File: src/rtl/dt_tree_walker.sv
// ---------------------------------------------------------------------------
// dt_tree_walker
//   Walks one decision tree stored in a node memory, starting at the root
//   (address 0). Each internal node names a feature and a Q32.32 threshold;
//   the walker fetches the feature, hands both to the external q32_comparator
//   and follows its go_left answer to the next node. A leaf node reports its
//   class in the low bits of the threshold field. A walk that visits
//   MAX_DEPTH internal nodes without reaching a leaf ends with err=1.
//
// Ports
//   clk, rst_n      clock and asynchronous active-low reset
//   start           begin a walk (sampled only while idle)
//   busy            walk in progress
//   done            one-cycle pulse, class_out/err valid
//   class_out       leaf class, held until the next walk finishes
//   err             depth limit reached (qualified by done)
//   node_addr       node memory address (synchronous, 1-cycle read)
//   node_rdata      {leaf, fidx, left, right, thr[63:0]}
//   feat_addr       feature memory address (synchronous, 1-cycle read)
//   feat_rdata      feature value, signed Q32.32
//   cmp_en          comparator enable
//   cmp_feature     comparator feature operand
//   cmp_threshold   comparator threshold operand
//   cmp_go_left     comparator result, feature <= threshold
//   cmp_done        comparator result valid (registered, 1 cycle after en)
// ---------------------------------------------------------------------------
module dt_tree_walker #(
  parameter int NODE_AW   = 8,
  parameter int FEAT_AW   = 4,
  parameter int CLASS_W   = 4,
  parameter int MAX_DEPTH = 16
) (
  input  logic                                clk,
  input  logic                                rst_n,
  input  logic                                start,
  output logic                                busy,
  output logic                                done,
  output logic [CLASS_W-1:0]                  class_out,
  output logic                                err,
  output logic [NODE_AW-1:0]                  node_addr,
  input  logic [1+FEAT_AW+2*NODE_AW+64-1:0]   node_rdata,
  output logic [FEAT_AW-1:0]                  feat_addr,
  input  logic [63:0]                         feat_rdata,
  output logic                                cmp_en,
  output logic [63:0]                         cmp_feature,
  output logic [63:0]                         cmp_threshold,
  input  logic                                cmp_go_left,
  input  logic                                cmp_done
);

  localparam int NODE_W  = 1 + FEAT_AW + 2*NODE_AW + 64;
  localparam int DEPTH_W = $clog2(MAX_DEPTH + 1);

  typedef enum logic [2:0] {
    IDLE,
    NODE_RD,
    NODE_LAT,
    FEAT_RD,
    FEAT_LAT,
    CMP,
    DONE
  } state_t;

  state_t               state_q, state_d;
  logic [DEPTH_W-1:0]   depth_q, depth_d;
  logic [NODE_AW-1:0]   left_q, left_d;
  logic [NODE_AW-1:0]   right_q, right_d;
  logic [63:0]          thr_q, thr_d;
  logic                 cmp_first_q, cmp_first_d;

  logic                 busy_d, done_d, err_d, cmp_en_d;
  logic [CLASS_W-1:0]   class_out_d;
  logic [NODE_AW-1:0]   node_addr_d;
  logic [FEAT_AW-1:0]   feat_addr_d;
  logic [63:0]          cmp_feature_d, cmp_threshold_d;

  // Node word fields, meaningful only in NODE_LAT when the read data is valid.
  logic                 node_leaf;
  logic [FEAT_AW-1:0]   node_fidx;
  logic [NODE_AW-1:0]   node_left;
  logic [NODE_AW-1:0]   node_right;
  logic [63:0]          node_thr;

  assign node_leaf  = node_rdata[NODE_W-1];
  assign node_fidx  = node_rdata[NODE_W-2 -: FEAT_AW];
  assign node_left  = node_rdata[64+2*NODE_AW-1 -: NODE_AW];
  assign node_right = node_rdata[64+NODE_AW-1 -: NODE_AW];
  assign node_thr   = node_rdata[63:0];

  // All state and outputs are registered; this block holds the flops only.
  always_ff @(posedge clk or negedge rst_n) begin
    if (!rst_n) begin
      state_q       <= IDLE;
      depth_q       <= '0;
      left_q        <= '0;
      right_q       <= '0;
      thr_q         <= '0;
      cmp_first_q   <= 1'b0;
      busy          <= 1'b0;
      done          <= 1'b0;
      err           <= 1'b0;
      cmp_en        <= 1'b0;
      class_out     <= '0;
      node_addr     <= '0;
      feat_addr     <= '0;
      cmp_feature   <= '0;
      cmp_threshold <= '0;
    end else begin
      state_q       <= state_d;
      depth_q       <= depth_d;
      left_q        <= left_d;
      right_q       <= right_d;
      thr_q         <= thr_d;
      cmp_first_q   <= cmp_first_d;
      busy          <= busy_d;
      done          <= done_d;
      err           <= err_d;
      cmp_en        <= cmp_en_d;
      class_out     <= class_out_d;
      node_addr     <= node_addr_d;
      feat_addr     <= feat_addr_d;
      cmp_feature   <= cmp_feature_d;
      cmp_threshold <= cmp_threshold_d;
    end
  end

  // Next-state logic. Memory addresses are loaded on the edge that enters the
  // corresponding *_RD state so the synchronous memory sees them during that
  // state and returns data in the following *_LAT state.
  always_comb begin
    state_d         = state_q;
    depth_d         = depth_q;
    left_d          = left_q;
    right_d         = right_q;
    thr_d           = thr_q;
    cmp_first_d     = cmp_first_q;
    busy_d          = busy;
    done_d          = 1'b0;
    err_d           = err;
    cmp_en_d        = cmp_en;
    class_out_d     = class_out;
    node_addr_d     = node_addr;
    feat_addr_d     = feat_addr;
    cmp_feature_d   = cmp_feature;
    cmp_threshold_d = cmp_threshold;

    unique case (state_q)
      IDLE: begin
        if (start) begin
          node_addr_d = '0;
          depth_d     = '0;
          err_d       = 1'b0;
          busy_d      = 1'b1;
          state_d     = NODE_RD;
        end
      end

      NODE_RD: begin
        state_d = NODE_LAT;
      end

      NODE_LAT: begin
        left_d  = node_left;
        right_d = node_right;
        thr_d   = node_thr;
        if (node_leaf) begin
          class_out_d = node_thr[CLASS_W-1:0];
          err_d       = 1'b0;
          done_d      = 1'b1;
          state_d     = DONE;
        end else if (depth_q == DEPTH_W'(MAX_DEPTH)) begin
          class_out_d = '0;
          err_d       = 1'b1;
          done_d      = 1'b1;
          state_d     = DONE;
        end else begin
          feat_addr_d = node_fidx;
          state_d     = FEAT_RD;
        end
      end

      FEAT_RD: begin
        state_d = FEAT_LAT;
      end

      FEAT_LAT: begin
        cmp_feature_d   = feat_rdata;
        cmp_threshold_d = thr_q;
        cmp_en_d        = 1'b1;
        cmp_first_d     = 1'b1;
        state_d         = CMP;
      end

      // The first CMP cycle may still see a done left over from an earlier
      // request, so cmp_done is only trusted from the second cycle on.
      CMP: begin
        cmp_first_d = 1'b0;
        if (!cmp_first_q && cmp_done) begin
          node_addr_d = cmp_go_left ? left_q : right_q;
          depth_d     = depth_q + DEPTH_W'(1);
          cmp_en_d    = 1'b0;
          state_d     = NODE_RD;
        end
      end

      DONE: begin
        busy_d  = 1'b0;
        state_d = IDLE;
      end

      default: begin
        state_d = IDLE;
      end
    endcase
  end

endmodule

File: config.mk
export PLATFORM = sky130hd
export DESIGN_NAME = dt_tree_walker
export DESIGN_NICKNAME = d
export VERILOG_FILES = /design/src/rtl/dt_tree_walker.sv
export SDC_FILE = /design/constraint.sdc
export NUM_CORES = 1
export LEC_CHECK = 0
export CAP_MARGIN = 20
export CELL_PAD_IN_SITES_DETAIL_PLACEMENT = 0
export CELL_PAD_IN_SITES_GLOBAL_PLACEMENT = 1
export CORE_MARGIN = 3
export CORE_UTILIZATION = 38
export DETAILED_ROUTE_END_ITERATION = 12
export GPL_ROUTABILITY_DRIVEN = 1
export PLACE_DENSITY = 0.85
export SLEW_MARGIN = 20
export SYNTH_ARGS = -nofsm -noshare
export SYNTH_HDL_FRONTEND = slang
export SYNTH_SLANG_ARGS = --single-unit
File: constraint.sdc
create_clock -name clk -period 5 [get_ports clk]
set_input_delay 1 -clock clk [delete_from_list [all_inputs] [get_ports clk]]
set_output_delay 1 -clock clk [all_outputs]
set_load 0.03 [all_outputs]
==> out/qor.yml <==
synth_edf_count: 0
grt_overflow: 0
critPathCaptureType: "output pin"
p_seq_share_pct: 34.9
synth_area_leaders: "dfrtp_1 (65%), mux2_2 (15%), nand2_1 (10%), mux2i_1 (1.3%), buf_2 (1.2%)"
dr_total_vias: 6341
path_class: "reg2out"
status: "finished clean"
final_common_cell: "clkdlybuf4s50_1"
setup_slack_ns: 2.39
cts_tree: "yes"
drcViolationCount: 0
clock_skew_ns: 0.0143
cts_setup_buffers: 0
worst_slew_pin_slew_ns: 0.998
pwr-share-comb_pct: 45.0
cts_buffer_depth: 3
p_sw_share_pct: 37.4
cts.sink_count: 237
crit_slowest_cell: "clkdlybuf4s50_1"
core_um2: 23500
netlist_area_um2: 9110
critical_path_required_ns: 4.00
io_buffers: 301
synthArstFlopShare_pct: 100
p_total_mw: 9.67
place_congestion: 0.762
clockRootBuffer: "clkbuf_16"
placed_cells: 1316
synthFlopType: "dfrtp_1"
slowest_delay_ns: 0.70
drtPass1Iterations: 4
grt_busiest_layer: "met2"
avgRoutedWirePerCell_um: 16.2
nets: 1181
die-area_um2: 25900
yosys_warnings: 0
clk_pin_slew_ns: 0.06
stdcell_count: 1363
layout-drive-gt1-share_pct: 17.1
setup_tns_ns: 0
cp_num_buf_inv: 1
finalWirelength_mm: 22.1
dpl-instance-area_um2: 12400
initial_utilization_pct: 38.7
cap_violations: 0
setup_viol: 0
fillers: 2048
p_clk_share_pct: 20.1
clk_latency_ns: 0.52
cts-hold-fix-buffers: 0
hold_class: "reg2reg"
yosysTopAreaCell: "dfrtp_1"
drv_slew: 0
row_count: 56
synth.avg_cell_area_um2: 12.5
hold_viol_final: 0
grt_util_met1_pct: 21.3
ctsResizeCount: 0
power.density_nw_per_um2: 729
grt.met3_usage_pct: 6.22
dp_hpwl_mm: 15.0
synth_seq_cells: 237
viasPerCell: 4.65
fin_crit_sh_pct: 52.3
grt.total_usage_pct: 16.9
place_ws_ns: 2.34
peakVddDrop_mv: 0.394
final_util_pct: 56.4
synth_nets: 884
fmax_mhz: 383
io-pin-count: 302
final_cell_mix: "clkdlybuf4s50_1 (300), nand2_1 (243), dfrtp_1 (237)"
htreeDepth: 1
die_h_um: 161
worstPathArrival_ns: 1.61
grt_max_degree: 130
max-slew-margin-rel_pct: 33.3
met2_usage_pct: 28.2
hold_slack_ns: 0.464
power.leakage_nw: 5.95
drt_iter0_drc: 284
path_max_fanout: 2
fp.dieW_um: 161
intPower_mw: 6.06
syn_inst: 728
path_delay_family: "buffers and inverters"
grt_setup_unrepaired: "false"
synth-seq-area-share_pct: 65.1
grt_pass1_wl_mm: 35.6
antenna_cells: 0
p_sw_mw: 3.62
first_global_vias: 6489
antenna_left: 0
ys_types: 34
period_minus_slack_ns: 2.61
startpoint_type: "flip-flop"
yosysTopAreaCellShare_pct: 65.1
crit_path_cell_trace: "clkdlybuf4s50_1"
fin_area_um2: 13300
antenna_found_initial: 0
cts_made_buffers: 26
syn_to_final_growth_pct: 45.8
[layer usage]
metal	vias up	share of wire, %
met2	217	48
li1	3001	-
met4	0	1.4
met5	-	0
met3	26	9.8
met1	3097	41
[worst min-delay path, cell delays in order, from the launching register on]
cell and delay, ns:
dfrtp_1 0.33, nand2_1 0.05, nand2_1 0.05
[synth_stat cells (2+ instances only)]
cell type / n
a21o_1: 2
a21oi_1: 4
a32o_1: 4
buf_2: 21
buf_4: 12
clkbuf_1: 5
dfrtp_1: 237
ha_1: 2
inv_1: 14
mux2_1: 9
mux2_2: 123
mux2i_1: 12
nand2_1: 243
nand2b_1: 5
nand3_1: 2
nand4b_1: 3
o21ai_0: 3
o22ai_1: 10
o31ai_1: 2
[final cells by class]
cell class	instances	area (µm²)	share of cell area, %
Multi-Input combinational cell	438	2920	22.0
Clock inverter	10	129	0.971
Tap cell	319	399	3.01
Timing Repair Buffer	308	3100	23.3
Clock buffer	37	753	5.67
Sequential cell	237	5930	44.7
Inverter	14	52.6	0.396
[sequential cells by signal, summed over array words and instances, names as in the netlist, 3 cells and up]
register	cells
state_q	3
thr_q	64
right_q	8
cmp_threshold	64
cmp_feature	64
depth_q	5
feat_addr	4
node_addr	8
class_out	4
left_q	8
[path summary, 6_finish.rpt]
kind	startpoint	end	slack (ns)	cells after the start
setup / recovery	cmp_feature[57]$_DFFE_PN0P_	cmp_feature[57]	2.39	1
hold / removal	thr_q[19]$_DFFE_PN0N_	thr_q[19]$_DFFE_PN0N_	0.46	2
setup reg to reg	state_q[2]$_DFFE_PN0P_	cmp_threshold[30]$_DFFE_PN0P_	2.41	4
hold reg to reg	thr_q[19]$_DFFE_PN0N_	thr_q[19]$_DFFE_PN0N_	0.46	2
max in group asynchronous	rst_n	cmp_threshold[27]$_DFFE_PN0P_	3.31	2
min in group asynchronous	rst_n	thr_q[20]$_DFFE_PN0N_	0.58	1
[power by group through the flow]
stage / registers, mW / clock network (mW) / logic (mW)
3_3_place_gp: 3.37 / 0 / 4.36
4_1_cts: 3.39 / 2.00 / 4.43
6_report: 3.37 / 1.94 / 4.36
3_5_place_dp: 3.41 / 0 / 4.42
5_1_grt: 3.51 / 2.09 / 4.68
2_1_floorplan: 4.50 / 0 / 1.53
[cells by family after synthesis]
| group | share of synthesized area (%) |
|---|---|
| adder cells (fa/ha/maj) | 0.275 |
| buffers and inverters | 2.97 |
| AO/OA/AOI/OAI | 2.09 |
| flip-flops | 65.1 |
| multiplexers | 17.6 |
| AND/OR/NAND/NOR | 11.8 |
| XOR/XNOR | 0.0962 |
Note: power is estimated with default switching activity, not from simulation.
